<file path="config.mk">
export PLATFORM = sky130hd
export DESIGN_NAME = sram_like_arbiter_flat
export DESIGN_NICKNAME = d
export VERILOG_FILES = /design/src/rtl/sram_like_arbiter_if.sv /design/src/rtl/sram_like_arbiter.sv /design/src/flat_wrapper.sv
export SDC_FILE = /design/constraint.sdc
export NUM_CORES = 1
export LEC_CHECK = 0
export BUFFER_PORTS_ARGS = -buffer_cell sky130_fd_sc_hd__clkbuf_2
export CAP_MARGIN = 20
export CORE_AREA = 2 2 125 127
export DETAILED_ROUTE_END_ITERATION = 16
export DIE_AREA = 0 0 127 129
export GPL_TIMING_DRIVEN = 0
export SYNTH_ARGS = -nofsm -noshare
export SYNTH_HDL_FRONTEND = slang
export SYNTH_SLANG_ARGS = --single-unit
</file>
<file path="constraint.sdc">
create_clock -name clk -period 6.59 [get_ports clk]
set_clock_uncertainty 0.05 [all_clocks]
set_input_delay 0.659 -clock clk [delete_from_list [all_inputs] [get_ports clk]]
set_output_delay 0.659 -clock clk [all_outputs]
set_load 0.02 [all_outputs]
</file>
<file path="src/rtl/sram_like_arbiter_if.sv">
// sram_like_arbiter_if: one sram-like request/response channel.
//   req/wr/size/wstrb/addr/wdata : request fields, driven by the requester
//   addr_ok                      : address phase accepted, driven by the responder
//   data_ok/rdata                : in-order response, driven by the responder
// master modport = requester side, slave modport = responder side.
interface sram_like_arbiter_if;
    logic        req;
    logic        wr;
    logic [1:0]  size;
    logic [3:0]  wstrb;
    logic [31:0] addr;
    logic [31:0] wdata;
    logic        addr_ok;
    logic        data_ok;
    logic [31:0] rdata;

    modport master (
        output req, wr, size, wstrb, addr, wdata,
        input  addr_ok, data_ok, rdata
    );

    modport slave (
        input  req, wr, size, wstrb, addr, wdata,
        output addr_ok, data_ok, rdata
    );
endinterface

</file>
<file path="src/rtl/sram_like_arbiter.sv">
// sram_like_arbiter: two-master (fetch, load/store) to one-slave sram-like arbiter.
// Serialises address phases onto the bus, holds the grant while the slave
// stalls an address, and routes in-order responses back via an owner FIFO.
//   clk, reset : clock, synchronous active-high reset
//   inst       : fetch master channel (slave modport)
//   data       : load/store master channel (slave modport)
//   bus        : channel toward the AXI bridge (master modport)
// addr_ok/data_ok toward the masters are combinational from the bus handshakes.
module sram_like_arbiter #(
    parameter int unsigned DEPTH        = 4,
    parameter int unsigned STARVE_LIMIT = 8
) (
    input  logic                  clk,
    input  logic                  reset,
    sram_like_arbiter_if.slave    inst,
    sram_like_arbiter_if.slave    data,
    sram_like_arbiter_if.master   bus
);

    localparam int unsigned PTR_W = $clog2(DEPTH);
    localparam int unsigned CNT_W = $clog2(STARVE_LIMIT + 1);

    // Lock state: which master the slave is currently stalling on.
    typedef enum logic [1:0] {
        LOCK_NONE = 2'd0,
        LOCK_INST = 2'd1,
        LOCK_DATA = 2'd2
    } lock_e;

    lock_e              lock_q;
    lock_e              lock_d;
    logic [PTR_W:0]     wr_ptr_q;
    logic [PTR_W:0]     rd_ptr_q;
    logic [DEPTH-1:0]   owner_q;
    logic [CNT_W-1:0]   starve_q;

    logic               fifo_empty;
    logic               fifo_full;
    logic               starve_sat;
    logic               gnt_inst;
    logic               gnt_data;
    logic               handshake;
    logic               pop;
    logic               head;

    // Owner FIFO status: extra wrap bit distinguishes full from empty.
    assign fifo_empty = (wr_ptr_q == rd_ptr_q);
    assign fifo_full  = (wr_ptr_q[PTR_W] != rd_ptr_q[PTR_W]) &&
                        (wr_ptr_q[PTR_W-1:0] == rd_ptr_q[PTR_W-1:0]);
    assign starve_sat = (starve_q == CNT_W'(STARVE_LIMIT));

    // Grant selection: lock first, then data unless inst is starved.
    // A pop in the same cycle does not free a slot for this cycle's grant.
    always_comb begin
        gnt_inst = 1'b0;
        gnt_data = 1'b0;
        if (!fifo_full) begin
            if (lock_q == LOCK_INST && inst.req) begin
                gnt_inst = 1'b1;
            end else if (lock_q == LOCK_DATA && data.req) begin
                gnt_data = 1'b1;
            end else if (data.req && !(inst.req && starve_sat)) begin
                gnt_data = 1'b1;
            end else if (inst.req) begin
                gnt_inst = 1'b1;
            end
        end
    end

    // Bus request mux; idle fields follow the data port.
    assign bus.req   = gnt_inst | gnt_data;
    assign bus.wr    = gnt_inst ? inst.wr    : data.wr;
    assign bus.size  = gnt_inst ? inst.size  : data.size;
    assign bus.wstrb = gnt_inst ? inst.wstrb : data.wstrb;
    assign bus.addr  = gnt_inst ? inst.addr  : data.addr;
    assign bus.wdata = gnt_inst ? inst.wdata : data.wdata;

    assign handshake    = bus.req & bus.addr_ok;
    assign inst.addr_ok = gnt_inst & bus.addr_ok;
    assign data.addr_ok = gnt_data & bus.addr_ok;

    // Response routing: responses with no outstanding owner are dropped.
    assign pop          = bus.data_ok & ~fifo_empty;
    assign head         = owner_q[rd_ptr_q[PTR_W-1:0]];
    assign inst.data_ok = pop & ~head;
    assign data.data_ok = pop & head;
    assign inst.rdata   = bus.rdata;
    assign data.rdata   = bus.rdata;

    // Lock next state: a stalled address pins the grantee until accepted
    // or until that master withdraws its request.
    always_comb begin
        lock_d = lock_q;
        if (bus.req) begin
            if (bus.addr_ok) begin
                lock_d = LOCK_NONE;
            end else begin
                lock_d = gnt_data ? LOCK_DATA : LOCK_INST;
            end
        end else begin
            case (lock_q)
                LOCK_INST: if (!inst.req) lock_d = LOCK_NONE;
                LOCK_DATA: if (!data.req) lock_d = LOCK_NONE;
                default:   lock_d = LOCK_NONE;
            endcase
        end
    end

    // Lock state register.
    always_ff @(posedge clk) begin
        if (reset) begin
            lock_q <= LOCK_NONE;
        end else begin
            lock_q <= lock_d;
        end
    end

    // Owner FIFO pointers.
    always_ff @(posedge clk) begin
        if (reset) begin
            wr_ptr_q <= '0;
            rd_ptr_q <= '0;
        end else begin
            if (handshake) begin
                wr_ptr_q <= wr_ptr_q + (PTR_W + 1)'(1);
            end
            if (pop) begin
                rd_ptr_q <= rd_ptr_q + (PTR_W + 1)'(1);
            end
        end
    end

    // Owner FIFO storage: 0 = inst, 1 = data.
    always_ff @(posedge clk) begin
        if (reset) begin
            owner_q <= '0;
        end else if (handshake) begin
            owner_q[wr_ptr_q[PTR_W-1:0]] <= gnt_data;
        end
    end

    // Starvation counter for refused fetch requests.
    always_ff @(posedge clk) begin
        if (reset) begin
            starve_q <= '0;
        end else if (!inst.req || (handshake && gnt_inst)) begin
            starve_q <= '0;
        end else if (!starve_sat) begin
            starve_q <= starve_q + CNT_W'(1);
        end
    end

endmodule

</file>
<file path="src/flat_wrapper.sv">
// flat-port wrapper written by rule: the top's interface ports become plain ports
module sram_like_arbiter_flat 
#(
    parameter int unsigned DEPTH        = 4,
    parameter int unsigned STARVE_LIMIT = 8
)
  (clk, reset, inst_req, inst_wr, inst_size, inst_wstrb, inst_addr, inst_wdata, inst_addr_ok, inst_data_ok, inst_rdata, data_req, data_wr, data_size, data_wstrb, data_addr, data_wdata, data_addr_ok, data_data_ok, data_rdata, bus_req, bus_wr, bus_size, bus_wstrb, bus_addr, bus_wdata, bus_addr_ok, bus_data_ok, bus_rdata);
  sram_like_arbiter_if inst_i ();
  sram_like_arbiter_if data_i ();
  sram_like_arbiter_if bus_i ();
  input  logic clk;
  input  logic reset;
  input wire logic [$bits(inst_i.req)-1:0] inst_req;
  input wire logic [$bits(inst_i.wr)-1:0] inst_wr;
  input wire logic [$bits(inst_i.size)-1:0] inst_size;
  input wire logic [$bits(inst_i.wstrb)-1:0] inst_wstrb;
  input wire logic [$bits(inst_i.addr)-1:0] inst_addr;
  input wire logic [$bits(inst_i.wdata)-1:0] inst_wdata;
  output wire logic [$bits(inst_i.addr_ok)-1:0] inst_addr_ok;
  output wire logic [$bits(inst_i.data_ok)-1:0] inst_data_ok;
  output wire logic [$bits(inst_i.rdata)-1:0] inst_rdata;
  input wire logic [$bits(data_i.req)-1:0] data_req;
  input wire logic [$bits(data_i.wr)-1:0] data_wr;
  input wire logic [$bits(data_i.size)-1:0] data_size;
  input wire logic [$bits(data_i.wstrb)-1:0] data_wstrb;
  input wire logic [$bits(data_i.addr)-1:0] data_addr;
  input wire logic [$bits(data_i.wdata)-1:0] data_wdata;
  output wire logic [$bits(data_i.addr_ok)-1:0] data_addr_ok;
  output wire logic [$bits(data_i.data_ok)-1:0] data_data_ok;
  output wire logic [$bits(data_i.rdata)-1:0] data_rdata;
  output wire logic [$bits(bus_i.req)-1:0] bus_req;
  output wire logic [$bits(bus_i.wr)-1:0] bus_wr;
  output wire logic [$bits(bus_i.size)-1:0] bus_size;
  output wire logic [$bits(bus_i.wstrb)-1:0] bus_wstrb;
  output wire logic [$bits(bus_i.addr)-1:0] bus_addr;
  output wire logic [$bits(bus_i.wdata)-1:0] bus_wdata;
  input wire logic [$bits(bus_i.addr_ok)-1:0] bus_addr_ok;
  input wire logic [$bits(bus_i.data_ok)-1:0] bus_data_ok;
  input wire logic [$bits(bus_i.rdata)-1:0] bus_rdata;
  assign inst_i.req = inst_req;
  assign inst_i.wr = inst_wr;
  assign inst_i.size = inst_size;
  assign inst_i.wstrb = inst_wstrb;
  assign inst_i.addr = inst_addr;
  assign inst_i.wdata = inst_wdata;
  assign inst_addr_ok = inst_i.addr_ok;
  assign inst_data_ok = inst_i.data_ok;
  assign inst_rdata = inst_i.rdata;
  assign data_i.req = data_req;
  assign data_i.wr = data_wr;
  assign data_i.size = data_size;
  assign data_i.wstrb = data_wstrb;
  assign data_i.addr = data_addr;
  assign data_i.wdata = data_wdata;
  assign data_addr_ok = data_i.addr_ok;
  assign data_data_ok = data_i.data_ok;
  assign data_rdata = data_i.rdata;
  assign bus_req = bus_i.req;
  assign bus_wr = bus_i.wr;
  assign bus_size = bus_i.size;
  assign bus_wstrb = bus_i.wstrb;
  assign bus_addr = bus_i.addr;
  assign bus_wdata = bus_i.wdata;
  assign bus_i.addr_ok = bus_addr_ok;
  assign bus_i.data_ok = bus_data_ok;
  assign bus_i.rdata = bus_rdata;
  sram_like_arbiter #(.DEPTH(DEPTH), .STARVE_LIMIT(STARVE_LIMIT)) u_core (.clk(clk), .reset(reset), .inst(inst_i), .data(data_i), .bus(bus_i));
endmodule
</file>
## Word-level counts from Yosys, hierarchy flattened

Cells that the tools add are included.

| operators by class | value |
|---|---|
| add/sub/neg operators | 3 |
| order comparisons | 3 |
| equal/unequal tests | 8 |
| mux-type cells | 25 |
| bitwise gates (word level) | 9 |
| reduce and logical (&&, ||, !) cells | 12 |

Operator list:

| cell | count |
|---|---|
| 32-bit two-way mux | 2 |
| 1-bit two-way mux | 12 |
| 2-bit two-way mux | 6 |
| 1-bit logical AND | 7 |
| 3-bit by 1-bit adder with 3-bit output, second input constant | 2 |
| 1-bit AND | 6 |
| 2-bit by 3-bit less-than comparator with 1-bit output, second input constant | 2 |
| 3-bit by 2-bit != test with 1-bit output, second input constant | 2 |
| 4-bit by 1-bit adder with 4-bit output, second input constant | 1 |
| 4-bit bitwise mux | 1 |
| 4-bit == test, second input constant | 1 |
| 4-bit two-way mux | 1 |
| 2-bit case mux with 2 select lines | 1 |
| 3-bit == test | 1 |
| 1-bit binary-select mux with 2-bit select | 1 |
| 1-bit demux with 2-bit select | 1 |
| 2-bit by 1-bit == test with 1-bit output, second input constant | 1 |
| 2-bit == test | 1 |
| 2-bit == test, second input constant | 1 |
| 2-bit by 1-bit greater-or-equal comparator with 1-bit output, second input constant | 1 |
| 1-bit logical NOT | 2 |
| 1-bit NOT | 2 |
| 2-bit AND reduction | 1 |
| 2-bit OR reduction | 1 |
| 3 further kinds | 3 |

| storage, ports and cells | value |
|---|---|
| register bits after elaboration | 16 |
| output and inout port bits | 140 |
| logic and storage cells | 65 |

## Longest topological paths before layout

Gate-level depths: netlist (run 1).

| depth | value |
|---|---|
| depth in word-level cells | 13 |
| mapped depth | 8 |
| gate-level depth less buffers | 6 |

## Worst setup path after synthesis (run 1)

OpenSTA, ideal clock, no wires.

| path | value |
|---|---|
| kind | input to output |
| start point | input port inst_req |
| end point | output port bus_addr[0] |
| arrival | 1.919 ns |
| required time | 5.881 ns |
| setup slack | 3.962 ns |
| stages | 6 |
| buffers on the path | 2 |
| path through | inv_2 > o311ai_4 > and3_4 > buf_12 > buf_12 > mux2_4 |

| between the ends | value |
|---|---|
| longest elaborated chain between the ends | 8 |
| elaborated cells between the ends (all ways) | 10 |
| classes of those cells | mux (6); reduce/logical (4) |

Ends and longest elaborated chain:

| element | line | RTL |
|---|---|---|
| from (decl) | flat_wrapper.sv:13 | `input wire logic [$bits(inst_i.req)-1:0] inst_req;` |
| 1-bit logical AND | sram_like_arbiter.sv:62 | `end else if (data.req && !(inst.req && starve_sat)) begin` |
| 1-bit logical NOT | sram_like_arbiter.sv:62 |  |
| 1-bit logical AND | sram_like_arbiter.sv:62 |  |
| 1-bit two-way mux | sram_like_arbiter.sv:62 |  |
| 1-bit two-way mux | sram_like_arbiter.sv:60 | `end else if (lock_q == LOCK_DATA && data.req) begin` |
| 1-bit two-way mux (*) | sram_like_arbiter.sv:58 | `if (lock_q == LOCK_INST && inst.req) begin` |
| 1-bit two-way mux (*) | sram_like_arbiter.sv:57 | `if (!fifo_full) begin` |
| 32-bit two-way mux (*) | sram_like_arbiter.sv:75 | `assign bus.addr = gnt_inst ? inst.addr : data.addr;` |
| to (decl) | flat_wrapper.sv:35 | `output wire logic [$bits(bus_i.addr)-1:0] bus_addr;` |

Every way passes the cells marked *; elsewhere a longest branch is shown, timed or not.

## Final worst setup path (run 1)

| path | value |
|---|---|
| start point | register u_core.starve_q[0] |
| end point | output port bus_addr[4] |

| between the ends | value |
|---|---|
| longest elaborated chain between the ends | 9 |

Ends and longest elaborated chain:

| element | line | RTL |
|---|---|---|
| from (decl) | sram_like_arbiter.sv:35 | `logic [CNT_W-1:0] starve_q;` |
| from (signal assigned) | sram_like_arbiter.sv:149 | `starve_q <= starve_q + CNT_W'(1);` |
| 4-bit == test | sram_like_arbiter.sv:50 | `assign starve_sat = (starve_q == CNT_W'(STARVE_LIMIT));` |
| 1-bit logical AND | sram_like_arbiter.sv:62 |  |
| 1-bit logical NOT | sram_like_arbiter.sv:62 |  |
| 1-bit logical AND | sram_like_arbiter.sv:62 |  |
| 1-bit two-way mux | sram_like_arbiter.sv:62 |  |
| 1-bit two-way mux | sram_like_arbiter.sv:60 |  |
| 1-bit two-way mux | sram_like_arbiter.sv:58 |  |
| 1-bit two-way mux | sram_like_arbiter.sv:57 |  |
| 32-bit two-way mux | sram_like_arbiter.sv:75 |  |

No other way between the ends.

==> results of run 1 <==
[per-stage QoR]
| stage | utilization | worst slack [ns] | instances |
|---|---|---|---|
| final | 0.296 | 3.35 | 727 |
| after global routing | 0.296 | 3.21 | 725 |
| after CTS | 0.296 | 3.32 | 725 |
| after detailed placement | 0.291 | 3.41 | 722 |
| after global placement | 0.291 | 3.41 | 722 |
| after floorplan | - | 3.96 | 247 |
[worst paths after layout]
| check | startpoint | end | slack [ns] | cells past startpoint |
|---|---|---|---|---|
| setup reg to reg | u_core.starve_q[0] | u_core.wr_ptr_q[0] | 4.65 | 6 |
| hold reg to reg | u_core.rd_ptr_q[2] | u_core.rd_ptr_q[2] | 0.48 | 2 |
| setup / recovery | u_core.starve_q[0] | bus_addr[4] | 3.35 | 9 |
| hold / removal | u_core.rd_ptr_q[2] | u_core.rd_ptr_q[2] | 0.48 | 2 |
[cells by family after synthesis]
kind of cell    count (synthesis)
simple gates                   41
flops                          16
xor+xnor                        7
buf+inv                        82
compound gates                 16
fa+ha+maj                       7
mux                            78
[synth_stat cells (2+ instances only)]
library cell and n:
ha_1 7, xor2_1 3, nor2b_1 6, buf_12 8, mux2_2 4, nand2_1 5
dfxtp_1 16, inv_1 7, mux2_4 70, nor2_1 13, a32o_1 4, clkbuf_1 2
nand3_1 6, a21oi_1 2, xnor2_1 4, mux2i_1 3, buf_4 64
[layout make-up]
type                            count  share of cell area
Antenna cell                        2             0.00113
Buffer                             74               0.146
Clock buffer                        3              0.0169
Inverter                            8             0.00678
Multi-Input combinational cell    149               0.379
Sequential cell                    16              0.0723
Tap cell                          188              0.0531
Timing Repair Buffer              287               0.324
[where the power goes]
group / switching, mW / total, mW / internal [mW]
Combinational: 0.172 / 0.350 / 0.178
Sequential: 0.00674 / 0.109 / 0.103
Clock: 0.0379 / 0.118 / 0.0797
[flip-flops by register name (all words and copies together), names as in the netlist]
register         cells
u_core.owner_q       4
u_core.starve_q      4
u_core.rd_ptr_q      3
u_core.wr_ptr_q      3
u_core.lock_q        2
[worst register-to-register path, stage by stage (launching register included)]
cell	delay [ns]
dfxtp_1	0.34
inv_1	0.07
ha_1	0.21
nand3b_4	0.13
o31a_2	0.39
o211ai_1	0.28
mux2_2	0.37
[routing by layer]
layer  global-route usage  part of all wire  up-vias
met5                    0            0.0022        -
li1                     -                 -     1384
met1                0.153              0.44     1217
met4               0.0136            0.0032        4
met2                0.176              0.47      119
met3               0.0337             0.088        8
==> results.json, run 1 <==
{
  "grt_usage": 0.111,
  "setup.worst_path.start_class": "flip-flop",
  "synth-xor-area-share": 0.0229,
  "die_y_um": 129,
  "hold_path_class": "reg2reg",
  "vias": 2732,
  "start_util": 0.179,
  "clk_pin_slew_ns": 0.05,
  "nFillCells": 1595,
  "drc": 0,
  "setup_viol": 0,
  "dp_hpwl_mm": 9.57,
  "crit_arrival_ns": 2.53,
  "min_period_ns": 3.24,
  "yosysWarnings": 0,
  "yosysTopAreaCellShare": 0.392,
  "drt_iter0_drc": 57,
  "hold_viol_final": 0,
  "min_period_over_period": 0.492,
  "rows": 45,
  "cellLeakagePower_nw": 2.53,
  "synth_nets": 434,
  "ys_seq_elements": 16,
  "synth_mux_area_frac": 0.429,
  "max_slew.worst_pin.slew_ns": 0.631,
  "ios": 320,
  "required_ns": 5.88,
  "crit_type": "reg2out",
  "numCtsBuffers": 3,
  "first_pass_iters": 4,
  "post-cts-setup-buffers": 0,
  "final_common_cell": "clkbuf_2",
  "dieArea_um2": 16400,
  "yosysTopAreaCell": "mux2_4",
  "ant_nets": 0,
  "cts_tree": "done",
  "seq_area_um2": 320,
  "postCtsHoldBufs": 0,
  "grt_pass1_wl_mm": 14.1,
  "synth_cell_types": 40,
  "crit_chain": "inv_1 -> ha_1 -> nand3b_4 -> o311ai_4 -> and3_4 -> buf_12 -> buf_12 -> mux2_4 -> clkbuf_2",
  "layout_common_cells": "clkbuf_2, mux2_4, buf_4",
  "p_total_mw": 0.577,
  "grt_pass1_vias": 2514,
  "cts_num_sinks": 16,
  "antenna_found_initial": 4,
  "synth_ff_type": "dfxtp_1",
  "synth_edf_count": 0,
  "syn-cell-area_um2": 2680,
  "ys_seq_area_frac": 0.120,
  "p_per_area_nw_per_um2": 130,
  "die_w_um": 127,
  "cp_slowest_cell": "o311ai_4",
  "path_max_fanout": 10,
  "crit_top_cell": "buf_12",
  "synth.area.top_cells": "mux2_4, buf_4, dfxtp_1",
  "synth_top_family_by_area": "multiplexers",
  "worst_path_largest_cell_delay_ns": 0.45,
  "synth_compound_area_frac": 0.0556,
  "postPlaceCellArea_um2": 4350,
  "nets": 726,
  "grt-ovfl-total": 0,
  "drive_gt1_frac": 0.834,
  "status": "complete, no violations",
  "grt_start_max_net_pins": 11,
  "port_buffers": 287,
  "slew_headroom": 0.577,
  "multi_input_area_um2": 1680,
  "drt_wl_total_mm": 10.5,
  "rsz0062_at_grt": "false",
  "syn2layout_area_growth_pct": 65.4,
  "maxCapViolCount": 0,
  "drv_slew": 0,
  "fin_area_um2": 4430,
  "fin_tns_setup_ns": 0,
  "cts_resized": 0,
  "synthAdderAreaFrac": 0.0327,
  "cp_num_buf_inv": 4,
  "syn_inst": 247,
  "syn_avg_cell_area_um2": 10.9,
  "async_reset_ff_frac": 0,
  "ir_worst_vdd_uv": 143,
  "cts-root-buf": "clkbuf_16",
  "htree_levels": 1,
  "crit_family": "buffers and inverters",
  "clockBufferDepth": 2,
  "holdWs_ns": 0.478,
  "end_kind": "output port",
  "wire_per_inst_um": 14.5,
  "gp_congestion": 0.857,
  "drt-vias-per-instance": 3.76,
  "max_freq_ghz": 0.308,
  "yosys.area_share.simple": 0.0878,
  "clock_latency_ns": 0.25,
  "core_area_um2": 15000
}
(Power assumes the default switching activity.)
==> run 2, diff against run 1 <==
ABC_AREA = 1   (was unset)
clock period = 3 ns   (was 6.59 ns; I/O delays follow)
==> run 2 against run 1 <==
Effect of this change: wire length shrank 1.4%; first-iteration DRC count grew 120%; critical path depth grew 3; global-route usage shrank 0.26 points; total power grew 120%; critical path type unchanged; largest cell class unchanged; largest power group unchanged.
==> results.json, run 2 <==
{
  "crit_chain": "inv_1 -> ha_1 -> nand2_1 -> nor2_2 -> nand2_1 -> nand3_1 -> nand3_2 -> inv_2 -> buf_6 -> nand2_1 -> nand2_1 -> clkbuf_2",
  "setup.worst_path.start_class": "flip-flop",
  "clockBufferDepth": 2,
  "cp_slowest_cell": "dfxtp_1",
  "max_freq_ghz": 0.392,
  "drive_gt1_frac": 0.535,
  "synth_cell_types": 20,
  "hold_viol_final": 0,
  "status": "complete, no violations",
  "grt-ovfl-total": 0,
  "ios": 320,
  "ys_seq_elements": 16,
  "final_common_cell": "clkbuf_2",
  "syn-cell-area_um2": 2340,
  "async_reset_ff_frac": 0,
  "grt.met3_usage": 0.0266,
  "gp_congestion": 0.779,
  "crit_top_cell": "nand2_1",
  "max_slew.worst_pin.slew_ns": 0.326,
  "yosysTopAreaCellShare": 0.397,
  "cts_resized": 0,
  "crit_type": "reg2out",
  "numCtsBuffers": 3,
  "synth_common_cells": "nand2_1, buf_4, inv_1",
  "cts_tree": "done",
  "drt_wl_total_mm": 10.4,
  "setup_viol": 0,
  "layout_common_cells": "clkbuf_2, nand2_1, buf_4",
  "rsz0062_at_grt": "false",
  "ys_seq_area_frac": 0.137,
  "first_pass_iters": 4,
  "seq_area_um2": 320,
  "synth_nets": 606,
  "fin_tns_setup_ns": 0,
  "slew_headroom": 0.781,
  "nFillCells": 1695,
  "syn_avg_cell_area_um2": 5.58,
  "min_period_over_period": 0.850,
  "drt-vias-per-instance": 3.75,
  "grt_start_max_net_pins": 11,
  "port_buffers": 286,
  "multi_input_area_um2": 1300,
  "clk_pin_slew_ns": 0.05,
  "min_period_ns": 2.55,
  "end_kind": "output port",
  "cts_num_sinks": 16,
  "stdcell_count": 898,
  "syn2layout_area_growth_pct": 75.3,
  "postCtsHoldBufs": 0,
  "dp_hpwl_mm": 9.10,
  "nets": 897,
  "worst_path_largest_cell_delay_ns": 0.34,
  "synth_edf_count": 0,
  "cts-root-buf": "clkbuf_16",
  "grt_busiest_layer": "met2",
  "reg2reg_depth": 9,
  "required_ns": 2.65,
  "p_per_area_nw_per_um2": 305,
  "ant_nets": 0,
  "yosys.cell_count.top_type": "nand2_1",
  "grt_usage": 0.108,
  "p_total_mw": 1.25,
  "dp.cells": 893,
  "core_area_um2": 15000,
  "die_y_um": 129,
  "die_w_um": 127,
  "wire_per_inst_um": 11.5,
  "clock_latency_ns": 0.25,
  "cp_num_buf_inv": 4,
  "drv_slew": 0,
  "holdWs_ns": 0.237,
  "hold_depth": 2,
  "top_regs": "u_core.owner_q: 4 flops, u_core.starve_q: 4 flops",
  "ir_worst_vdd_uv": 228,
  "htree_levels": 1,
  "fin_area_um2": 4090,
  "path_max_fanout": 10,
  "synth_ff_type": "dfxtp_1",
  "crit_family": "buffers and inverters",
  "synth.area.top_cells": "nand2_1, buf_4, dfxtp_1",
  "hold_path_class": "in2reg",
  "start_util": 0.156,
  "drc": 0,
  "post-cts-setup-buffers": 0,
  "crit_arrival_ns": 2.20,
  "drt_iter0_drc": 127,
  "grt_pass1_wl_mm": 14.3,
  "dieArea_um2": 16400,
  "use_met1": 0.138,
  "use_met2": 0.191,
  "yosysWarnings": 0,
  "crit_cells": 12,
  "vias": 3371,
  "syn_inst": 419,
  "postPlaceCellArea_um2": 4000,
  "yosysTopAreaCell": "nand2_1",
  "cellLeakagePower_nw": 2.63,
  "rows": 45,
  "grt_pass1_vias": 2773,
  "antenna_found_initial": 2,
  "maxCapViolCount": 0
}
run 2: changes by cell type after synthesis, sizes merged, moves of 4 or more:
cell | before | now
a21oi | 2 | 16
mux2 | 74 | 0
nor2 | 13 | 8
a32o | 4 | 0
nor2b | 7 | 0
nand4 | 0 | 4
nand3 | 7 | 12
buf | 72 | 80
inv | 8 | 19
nand2 | 5 | 248
run 2: final timing paths:
| check | startpoint | to | slack (ns) |
|---|---|---|---|
| worst max register to register | u_core.starve_q[0] | u_core.owner_q[1] | 1.17 |
| worst max-delay path | u_core.starve_q[0] | bus_wdata[26] | 0.45 |
| worst min register to register | u_core.owner_q[0] | u_core.owner_q[0] | 0.41 |
| worst min-delay path | reset | u_core.owner_q[2] | 0.24 |
run 2: stage by stage:
stage | util | setup WS, ns
2_1_floorplan | - | 1.14
6_report | 0.273 | 0.449
3_5_place_dp | 0.267 | 0.653
3_3_place_gp | 0.267 | 0.664
5_1_grt | 0.273 | 0.262
4_1_cts | 0.273 | 0.377
run 2: cell families (layout without fill, tap and decap cells):
logic type	after synthesis	in the layout	synth area share
other cells	0	1	0
xor+xnor	2	2	0.00750
compound gates	22	22	0.0504
fa+ha+maj	7	7	0.0375
simple gates	273	273	0.462
flops	16	16	0.137
buf+inv	99	389	0.305
run 2: power breakdown:
group | leakage [nW] | switching [mW] | total, mW | internal, mW
Clock | 0.0442 | 0.0832 | 0.286 | 0.203
Combinational | 2.46 | 0.424 | 0.725 | 0.302
Sequential | 0.130 | 0.0135 | 0.239 | 0.225
run 2: final cells by class:
class | count | area share
multi-input combinational | 304 | 0.318
timing repair buffer | 286 | 0.350
inverter | 19 | 0.0174
clock buffer | 4 | 0.0217
buffer | 80 | 0.157
sequential | 16 | 0.0782
tap | 188 | 0.0575
antenna | 1 | 0.000611
run 2: metal layers:
layer | up-vias | routed length [um]
met5 | - | 13
met4 | 2 | 40
met3 | 7 | 924
met2 | 157 | 5180
met1 | 1415 | 4210
li1 | 1790 | -
==> run 3, diff against run 2 <==
ABC_AREA = 0   (was 1)
CORE_AREA = 2 2 123 125   (was 2 2 125 127)
DIE_AREA = 0 0 125 127   (was 0 0 127 129)
==> run 3 against run 2 <==
Effect of this change: cell count fell by 19%; die area fell by 3.1%; non-clock buffer count fell by 4; via count fell by 19%; utilization rose by 3.5 points; first-iteration DRC count fell by 53%; worst setup slack got worse by 0.14 ns; register-to-register slack got worse by 0.14 ns; largest cell class unchanged.
==> results.json, run 3 (synthesis gave the netlist of run 1 again) <==
{
  "rsz0062_at_grt": "false",
  "max_slew.worst_pin.slew_ns": 0.604,
  "required_ns": 2.65,
  "cp-startpoint": "u_core.starve_q[0]",
  "drive_gt1_frac": 0.835,
  "grt-ovfl-total": 0,
  "die_y_um": 127,
  "clockBufferDepth": 2,
  "setup.worst_path.start_class": "flip-flop",
  "start_util": 0.186,
  "wire_per_inst_um": 13.7,
  "r2r_end": "u_core.wr_ptr_q[0]",
  "hold_viol_final": 0,
  "core_area_um2": 14400,
  "path_max_fanout": 10,
  "clk_pin_slew_ns": 0.05,
  "crit_arrival_ns": 2.34,
  "hold_path_class": "in2reg",
  "grt_pass1_wl_mm": 14.5,
  "numCtsBuffers": 3,
  "seq_area_um2": 320,
  "slew_headroom": 0.596,
  "setup_viol": 0,
  "maxCapViolCount": 0,
  "timing.rr.start": "u_core.starve_q[0]",
  "min_period_ns": 2.69,
  "drt_wl_total_mm": 9.94,
  "cts-root-buf": "clkbuf_16",
  "rows": 44,
  "final_common_cell": "clkbuf_2",
  "dieArea_um2": 15900,
  "cellLeakagePower_nw": 2.54,
  "first_pass_iters": 4,
  "holdWs_ns": 0.318,
  "dp_hpwl_mm": 8.88,
  "clock_latency_ns": 0.25,
  "die_w_um": 125,
  "critical_path.endpoint": "bus_wstrb[0]",
  "drt-vias-per-instance": 3.78,
  "ios": 320,
  "diodes": 0,
  "max_freq_ghz": 0.371,
  "status": "complete, no violations",
  "cts_tree": "done",
  "end_kind": "output port",
  "reg2reg_depth": 6,
  "nFillCells": 1570,
  "p_per_area_nw_per_um2": 293,
  "drc": 0,
  "syn2layout_area_growth_pct": 65.8,
  "crit_chain": "inv_1 -> ha_1 -> nand3b_4 -> o311ai_4 -> and3_4 -> buf_12 -> buf_12 -> mux2_4 -> clkbuf_2",
  "layout_common_cells": "clkbuf_2, mux2_4, buf_4",
  "min_period_over_period": 0.898,
  "multi_input_area_um2": 1680,
  "port_buffers": 287,
  "ant_nets": 0,
  "vias": 2736,
  "top_regs": "u_core.owner_q: 4 flops, u_core.starve_q: 4 flops",
  "ff2ff_setup_slack_ns": 1.03,
  "nets": 727,
  "crit_type": "reg2out",
  "cts_num_sinks": 16,
  "cts_resized": 0,
  "drv_slew": 0,
  "grt_start_max_net_pins": 11,
  "crit_top_cell": "buf_12",
  "htree_levels": 1,
  "drt_iter0_drc": 60,
  "grt_usage": 0.111,
  "cp_slowest_cell": "dfxtp_1",
  "antenna_found_initial": 0,
  "grt_pass1_vias": 2660,
  "fin_tns_setup_ns": 0,
  "gp_congestion": 0.774,
  "worst_path_largest_cell_delay_ns": 0.34,
  "ir_worst_vdd_uv": 298
}
==> run 3: cell count changes in the layout (fill, tap and decap cells not counted), moves of 4 or more <==
cell,change
nand4_1,-4
buf_6,-11
buf_12,+8
a21oi_1,-14
nand2_1,-242
inv_1,-11
mux2_2,+4
nor2b_1,+6
a32o_1,+4
mux2_4,+70
buf_4,-4
nor2_1,+7
==> run 3: repair_timing <==
action                     4_1_cts  5_1_grt
hold endpoints to repair         0        0
hold buffers                     0        0
setup endpoints to repair        0       40
buffers inserted                 0        1
==> run 3: power by group <==
group          internal [mW]  switching (mW)
Clock                  0.203          0.0859
Sequential             0.225          0.0153
Combinational          0.392           0.382
==> run 3: worst min path at each step <==
stage / startpoint / endpoint / slack, ns / depth (start not counted)
2_1_floorplan: data_req / u_core.lock_q[1] / 0.40 / 2
3_3_place_gp: u_core.rd_ptr_q[2] / u_core.rd_ptr_q[2] / 0.46 / 2
3_5_place_dp: u_core.rd_ptr_q[2] / u_core.rd_ptr_q[2] / 0.48 / 2
4_1_cts: data_req / u_core.lock_q[1] / 0.32 / 3
5_1_grt: data_req / u_core.lock_q[1] / 0.34 / 3
6_report: data_req / u_core.lock_q[1] / 0.32 / 3
==> run 3: critical path, delay by kind of cell, from the launching register on <==
kind	cells	cell delay, ns
AO/OA/AOI/OAI	1	0.25
AND/OR/NAND/NOR	2	0.37
multiplexers	1	0.34
flip-flops	1	0.34
buffers and inverters	4	0.58
adder cells (fa/ha/maj)	1	0.21
==> run 3: layout make-up <==
cell class,count,share of cell area
plain buffers,74,0.146
clock buffers,4,0.0200
inverters,8,0.00676
multi-input cells,149,0.378
flip-flops and latches,16,0.0721
well taps,184,0.0518
repair buffers,288,0.325
==> run 3: metrics by stage <==
step	worst slack, ns	area [um^2]	instances	total power, mW	utilization
2_1_floorplan	0.739	2680	247	0.756	-
3_3_place_gp	0.320	4350	718	1.02	0.301
3_5_place_dp	0.295	4350	718	1.02	0.301
4_1_cts	0.0232	4440	722	1.31	0.308
5_1_grt	0.176	4440	723	1.36	0.308
6_report	0.306	4440	723	1.30	0.308
==> run 3: routing by layer <==
layer / share of wire / track usage
met2: 0.50 / 0.191
met5: 0 / 0
met4: 0.016 / 0.0261
met1: 0.42 / 0.147
met3: 0.057 / 0.0159
